### config.mk
export PLATFORM = sky130hd
export DESIGN_NAME = alu_frame_serializer
export DESIGN_NICKNAME = d
export VERILOG_FILES = /design/src/rtl/alu_frame_serializer.sv
export SDC_FILE = /design/constraint.sdc
export NUM_CORES = 1
export LEC_CHECK = 0
export CAP_MARGIN = 20
export CORE_ASPECT_RATIO = 1.5
export CORE_MARGIN = 5
export CORE_UTILIZATION = 55
export CTS_CLUSTER_SIZE = 10
export DETAILED_ROUTE_END_ITERATION = 7
export PLACE_DENSITY = 0.78
export RECOVER_POWER = 100
export SYNTH_ARGS = -nofsm -noshare
export SYNTH_HDL_FRONTEND = slang
export SYNTH_SLANG_ARGS = --single-unit
### constraint.sdc
create_clock -name clk -period 4.6 [get_ports clk]
set_clock_uncertainty 0.1 [all_clocks]
set_input_delay 0.92 -clock clk [delete_from_list [all_inputs] [get_ports clk]]
set_output_delay 0.92 -clock clk [all_outputs]
set_load 0.05 [all_outputs]
### src/rtl/alu_frame_serializer.sv
// rtl/alu_frame_serializer.sv - serial frame generator driving the ALU input line
module alu_frame_serializer #(
    parameter int GAP = 2
) (
    input  logic        clk,
    input  logic        rst_n,
    input  logic        in_valid,
    output logic        in_ready,
    input  logic [31:0] in_b,
    input  logic [31:0] in_a,
    input  logic [2:0]  in_op,
    input  logic [3:0]  in_nbytes,
    input  logic        in_crc_bad,
    output logic        sin,
    output logic        busy,
    output logic        done
);

    typedef enum logic [1:0] {
        S_IDLE,
        S_SEND,
        S_GAP
    } state_t;

    state_t      state_q, state_d;
    logic [31:0] b_q, b_d;
    logic [31:0] a_q, a_d;
    logic [2:0]  op_q, op_d;
    logic [3:0]  n_q, n_d;
    logic [3:0]  crc_q, crc_d;
    logic [3:0]  bit_q, bit_d;
    logic [3:0]  pkt_q, pkt_d;
    logic [3:0]  gap_q, gap_d;
    logic        sin_q, sin_d;
    logic        done_q, done_d;
    logic        ready_q, ready_d;

    logic        accept;
    logic        is_ctl;
    logic [7:0]  data_byte;
    logic [7:0]  payload;
    logic [10:0] pkt_word;
    logic [3:0]  next_bit;

    // Serial x^4+x+1 LFSR unrolled over the whole vector; collapses to XOR trees.
    function automatic logic [3:0] crc4(input logic [67:0] v);
        logic [3:0] c;
        logic       fb;
        c = 4'b0000;
        for (int i = 67; i >= 0; i--) begin
            fb = c[3] ^ v[i];
            c  = {c[2:0], 1'b0} ^ {2'b00, fb, fb};
        end
        return c;
    endfunction

    assign accept = in_valid & ready_q;

    always_comb begin
        data_byte = 8'h00;
        case (pkt_q[2:0])
            3'd0: data_byte = b_q[31:24];
            3'd1: data_byte = b_q[23:16];
            3'd2: data_byte = b_q[15:8];
            3'd3: data_byte = b_q[7:0];
            3'd4: data_byte = a_q[31:24];
            3'd5: data_byte = a_q[23:16];
            3'd6: data_byte = a_q[15:8];
            default: data_byte = a_q[7:0];
        endcase
    end

    assign is_ctl   = (pkt_q == n_q);
    assign payload  = is_ctl ? {1'b0, op_q, crc_q} : data_byte;
    assign pkt_word = {1'b0, is_ctl, payload, 1'b1};
    assign next_bit = 4'(bit_q + 4'd1);

    always_comb begin
        state_d = state_q;
        b_d     = b_q;
        a_d     = a_q;
        op_d    = op_q;
        n_d     = n_q;
        crc_d   = crc_q;
        bit_d   = bit_q;
        pkt_d   = pkt_q;
        gap_d   = gap_q;
        sin_d   = 1'b1;
        done_d  = 1'b0;
        case (state_q)
            S_IDLE: begin
                if (accept) begin
                    state_d = S_SEND;
                    b_d     = in_b;
                    a_d     = in_a;
                    op_d    = in_op;
                    n_d     = in_nbytes[3] ? 4'd8 : in_nbytes;
                    crc_d   = crc4({in_b, in_a, 1'b1, in_op}) ^ {3'b000, in_crc_bad};
                    bit_d   = 4'd0;
                    pkt_d   = 4'd0;
                    sin_d   = 1'b0;
                end
            end
            S_SEND: begin
                if (bit_q == 4'd10) begin
                    if (is_ctl) begin
                        state_d = S_GAP;
                        gap_d   = 4'd0;
                    end else begin
                        pkt_d = 4'(pkt_q + 4'd1);
                        bit_d = 4'd0;
                        sin_d = 1'b0;
                    end
                end else begin
                    bit_d  = next_bit;
                    // bit index k sits at pkt_word[10-k]
                    sin_d  = pkt_word[4'd9 - bit_q];
                    done_d = is_ctl && (bit_q == 4'd9);
                end
            end
            S_GAP: begin
                if (gap_q == 4'(GAP - 1)) begin
                    state_d = S_IDLE;
                end else begin
                    gap_d = 4'(gap_q + 4'd1);
                end
            end
            default: state_d = S_IDLE;
        endcase
        ready_d = (state_d == S_IDLE);
    end

    always_ff @(posedge clk or negedge rst_n) begin
        if (!rst_n) begin
            state_q <= S_IDLE;
            b_q     <= '0;
            a_q     <= '0;
            op_q    <= '0;
            n_q     <= '0;
            crc_q   <= '0;
            bit_q   <= '0;
            pkt_q   <= '0;
            gap_q   <= '0;
            sin_q   <= 1'b1;
            done_q  <= 1'b0;
            ready_q <= 1'b0;
        end else begin
            state_q <= state_d;
            b_q     <= b_d;
            a_q     <= a_d;
            op_q    <= op_d;
            n_q     <= n_d;
            crc_q   <= crc_d;
            bit_q   <= bit_d;
            pkt_q   <= pkt_d;
            gap_q   <= gap_d;
            sin_q   <= sin_d;
            done_q  <= done_d;
            ready_q <= ready_d;
        end
    end

    assign sin      = sin_q;
    assign done     = done_q;
    assign in_ready = ready_q;
    assign busy     = (state_q != S_IDLE);

endmodule

## Word-level counts from Yosys, hierarchy flattened

Index checks and enable logic that the tools add are counted.

| storage, ports and cells | value |
|---|---|
| register bits after elaboration | 92 |
| bits of input ports | 75 |
| output and inout bits | 4 |

| operators by class | value |
|---|---|
| $add $sub $neg | 4 |
| order comparisons | 1 |
| equal/unequal tests | 18 |
| multiplexer cells | 27 |
| bitwise gates (word level) | 135 |
| reductions and logical operators | 11 |

Operator list:

| cell | number |
|---|---|
| $xor 4x2->4 | 66 |
| $xor 1x1->1 | 64 |
| $pmux 8 s7 | 1 |
| $mux 4 | 9 |
| $pmux 4 s2 | 3 |
| $add 4x1->4 const B | 3 |
| $ne 2x2->1 const B | 5 |
| $eq 3x3->1 const B | 3 |
| $eq 4x4->1 const B | 2 |
| $mux 2 | 4 |
| $mux 8 | 1 |
| $reduce_and 4->1 | 2 |
| $eq 3x2->1 const B | 2 |
| $mux 1 | 6 |
| $pmux 2 s3 | 1 |
| $reduce_bool 2->1 | 3 |
| $lt 4x5->1 const B | 1 |
| $bmux 1 s4 | 1 |
| $eq 4x1->1 const B | 1 |
| $eq 4x4->1 | 1 |
| $logic_not 2->1 | 2 |
| $sub 4x4->4 const A | 1 |
| $xor 4x1->4 | 1 |
| $eq 3x1->1 const B | 1 |
| other kinds (12) | 12 |

## Logic depth before layout (Yosys ltp)

| logic depth | value |
|---|---|
| depth in word-level cells | 133 |
| depth in mapped cells | 13 |
| mapped depth without buffers | 10 |

## Worst setup path before layout

No wires, ideal clock.

| path | value |
|---|---|
| kind | input to register |
| start point | in in_b[27] |
| end point | reg crc_q[1] |
| arrival | 3591 ps |
| required time | 4401 ps |
| slack | 810 ps |
| stages on the path | 8 |
| path through | xnor2_1 > xnor3_1 > xnor3_2 > xor3_1 > xnor3_2 > xnor2_1 > nand3_1 > a311oi_1 |

| on the way | value |
|---|---|
| cells in the longest elaborated chain, start to end | 87 |

Ends and longest elaborated chain:

| element | RTL line | source |
|---|---|---|
| start, declared | 9 | `input logic [31:0] in_b,` |
| $xor 1x1->1 * | 51 | `fb = c[3] ^ v[i];` |
| $xor 4x2->4 * (3 in a row) | 52 | `c = {c[2:0], 1'b0} ^ {2'b00, fb, fb};` |
| $xor 1x1->1 | 51 |  |
| $xor 4x2->4 * (3 in a row) | 52 |  |
| $xor 1x1->1 | 51 |  |
| $xor 4x2->4 * (3 in a row) | 52 |  |
| $xor 1x1->1 | 51 |  |
| $xor 4x2->4 * (3 in a row) | 52 |  |
| [... 57 more ...] | - |  |
| $xor 4x2->4 * (3 in a row) | 52 |  |
| $xor 1x1->1 | 51 |  |
| $xor 4x2->4 * (3 in a row) | 52 |  |
| $not 1->1 (no line) | - |  |
| $xor 4x2->4 * (3 in a row) | 52 |  |
| $xor 1x1->1 | 51 |  |
| $xor 4x2->4 * | 52 |  |
| $xor 4x1->4 * | 98 | `crc_d = crc4({in_b, in_a, 1'b1, in_op}) ^ {3'b000, in_crc_bad};` |
| end signal, assigned | 153 | `crc_q <= crc_d;` |
| end, declared | 30 | `logic [3:0] crc_q, crc_d;` |

Every way passes the cells marked *; elsewhere a longest branch is shown, timed or not.
A chain may end at the register's enable or synchronous reset.

## Final worst setup path

Ends and elaborated chain as after synthesis.

==> reports/metrics.yaml <==
setup_path:
  crit_family: "XOR/XNOR gates"
  path_cells: "clkdlybuf4s50_1, xnor2_1, xnor3_1, xnor3_1, xor3_1, xnor3_1, xnor2_1, nand3_1, a311oi_1"
  critPathLaunchType: "input port"
  reg2reg_slack_ns: 0.62
  worstPathMaxFanout: 5
  cp.arrival_ns: 4.40
  end_kind: "register"
  worstPathRequired_ns: 4.74
  crit_end: "crc_q[1]$_DFFE_PN0P_"
  crit_buf_inv: 1
  path_depth: 9
  r2r_end: "pkt_q[3]$_DFFE_PN0P_"
  worstSetupPathType: "input port to register"
  r2r_cells: 10
  worstSetupStartpoint: "in_b[27]"
  rr_startpoint: "pkt_q[2]$_DFFE_PN0P_"
  crit_slowest_cell: "xnor3_1"
  cpPeakStageDelay_ns: 0.53
  critPathMostFrequentCell: "xnor3_1"
sta:
  rsz0062_at_grt: "no"
  period_needed_ns: 4.26
  finalSetupViolCount: 0
  tightestPinTransition_ns: 1.74
  hold_ws_ns: 0.378
  period_share_pct: 92.6
  timing_hold_violations_final: 0
  slew_violations: 112
  max-slew-margin-rel_pct: -15.8
  fmax_ghz: 0.235
  final.setup.worst_slack_ns: 0.340
  setup-tns-final_ns: 0
clock_tree:
  root_buffer: "clkbuf_16"
  post_cts_buffers: 0
  clock-sinks: 92
  cts_max_level: 3
  clk_pin_slew_ns: 0.06
  postCtsHoldBufs: 0
  ctsResizeCount: 0
  cts_buffers: 9
  insertion_delay_ns: 0.35
  cts_buffer_depth: 2
  cts_tree: "yes"
place:
  placed_area_mm2: 0.00647
  dp_slack_ns: 0.0439
  gp_congestion: 0.947
  dp_cells: 783
  hpwl_mm: 11.2
  io_buffers: 78
synthesis:
  synth_area_mm2: 0.00555
  synth_compound_area_share_pct: 8.41
  synth_top_flop_cell: "dfrtp_1"
  syn_avg_cell_area_um2: 9.22
  yosysTopAreaCell: "dfrtp_1"
  synth.area.top_cells: "dfrtp_1 41%, nand2_1 15%, xnor2_1 11%, xnor3_1 7.7%, ha_1 2.5%"
  synth_edf_count: 0
  synth_top_family_by_area: "XOR/XNOR gates"
  ys_warn_count: 0
  async_reset_ff_share_pct: 100
  synthMuxAreaShare_pct: 2.57
  synth_xor_area_share_pct: 22.8
  synthCells: 602
  yosysTopAreaCellShare_pct: 41.0
  synth_cell_type_count: 40
  yosysSeqAreaShare_pct: 41.5
  syn-num-nets: 688
  ys_ff_latch: 92
  synth-simple-area-share_pct: 19.7
  synth-adder-area-share_pct: 2.48
global_routing:
  overflow: 0
  grt.total_usage_pct: 25.3
  grt_pass1_vias: 4572
  antenna_found_initial: 0
  grt_pass1_wl_mm: 23.8
  grt_max_degree: 70
die:
  chipWidth_um: 92.0
  die-height_um: 133
  ios: 79
  coreArea_mm2: 0.0100
  num_rows: 45
  dieArea_mm2: 0.0122
  initial_core_util_pct: 55.4
pwr:
  finalPower_mw: 5.21
  power_density_mw_per_mm2: 775
  peakVddDrop_uv: 654
  leakagePower_nw: 3.24
status:
  failed_checks: "max-capacitance violations, max-slew violations"
  status: "finished with violations"
routing:
  vias: 4472
  route.met2.wl_mm: 7.77
  wire_per_inst_um: 18.5
  antenna_left: 0
  vias_per_cell: 5.60
  drt-pass1-iter-count: 6
  wl_met3_um: 843
  drc: 0
  drt_iter0_drc: 339
  drt-met1-wl_mm: 5.70
  dr.max_layer_used: "met4"
  totalWireLength_mm: 14.8
cells_and_area:
  post-route-util_pct: 67.1
  fin_area_mm2: 0.00672
  antenna_cells: 0
  fin_cells: 799
  fillerInstances: 851
  drive_gt1_share_pct: 4.69
  syn2layout_area_growth_pct: 21.1
  final_nets: 763
run:
  max_cap_violations: 2
worst_hold_path:
  hp-class: "register to register"
==> kinds of logic after synthesis <==
logic type	Yosys count
AO/OA/AOI/OAI	69
flip-flops	92
multiplexers	13
XOR/XNOR	106
adder cells (fa/ha/maj)	11
buffers and inverters	38
AND/OR/NAND/NOR	273
==> where the power goes <==
group          total [mW]  switching (mW)  leakage [nW]  internal (mW)
combinational        3.06            1.56          1.94           1.50
clock               0.722           0.303         0.139          0.418
sequential           1.43           0.264          1.16           1.17
==> worst reg2reg max path, cell delays in order, from the launching register on <==
cell and delay (ns):
dfrtp_1 0.52, clkbuf_1 0.74, xnor2_1 0.17, nand4_1 0.13
clkbuf_1 0.62, nor3_1 0.26, or3_1 0.48, inv_1 0.16
nand2_1 0.15, or3_1 0.42, a21oi_1 0.15
==> state kept, by name, summed over array words and instances, names as in the netlist, 2 cells and up <==
name     count
bit_q        4
gap_q        4
op_q         3
state_q      2
crc_q        4
n_q          4
a_q         32
b_q         32
pkt_q        4
==> layout make-up <==
cell class                 instances  area [um2]  share of cell area [%]
multi-input combinational        472        3100                    46.1
clock buffer                      11         233                    3.46
timing repair buffer              89         836                    12.4
sequential                        92        2300                    34.3
tap                              117         146                    2.18
clock inverter                     5        52.6                   0.782
inverter                          13        48.8                   0.726
==> worst min-delay path by stage <==
stage	to	depth (start not counted)	start
3_3_place_gp	a_q[29]$_DFFE_PN0P_	2	a_q[29]$_DFFE_PN0P_
2_1_floorplan	a_q[3]$_DFFE_PN0P_	2	a_q[3]$_DFFE_PN0P_
5_1_grt	b_q[31]$_DFFE_PN0P_	2	b_q[31]$_DFFE_PN0P_
4_1_cts	a_q[14]$_DFFE_PN0P_	2	a_q[14]$_DFFE_PN0P_
3_5_place_dp	a_q[20]$_DFFE_PN0P_	2	a_q[20]$_DFFE_PN0P_
6_report	a_q[14]$_DFFE_PN0P_	2	a_q[14]$_DFFE_PN0P_
==> routing by layer <==
metal / GRT usage (%) / vias up
li1: - / 2140
met1: 31.1 / 2134
met2: 43.7 / 163
met3: 4.95 / 35
met4: 9.67 / 0
met5: 0 / -
==> cell usage after synthesis (all sizes together), types with 2 or more instances <==
cell,n
nand2,228
dfrtp,91
xnor2,67
clkbuf,23
o21ai,23
xnor3,21
xor2,15
nor2,14
inv,13
a221oi,11
ha,11
a21oi,10
mux2,10
nand3,10
a222oi,6
a22oi,4
nand3b,4
or3,4
mux2i,3
nand2b,3
nor2b,3
o22ai,3
xor3,3
a21o,2
a31oi,2
buf,2
nand4,2
nor3,2
nor4,2
o211ai,2
==> cells in the final DEF (no fill, tap or decap), types with 6 or more instances in the layout <==
cell type	n
nand2_1	228
dfrtp_1	91
clkdlybuf4s50_1	72
xnor2_1	67
o21ai_0	21
xnor3_1	21
xor2_1	15
nor2_1	14
inv_1	13
a221oi_1	11
ha_1	11
mux2_2	10
a21oi_1	10
nand3_1	10
clkbuf_16	9
clkbuf_1	8
a222oi_1	6
No activity file was read; power rests on OpenSTA's default activity.
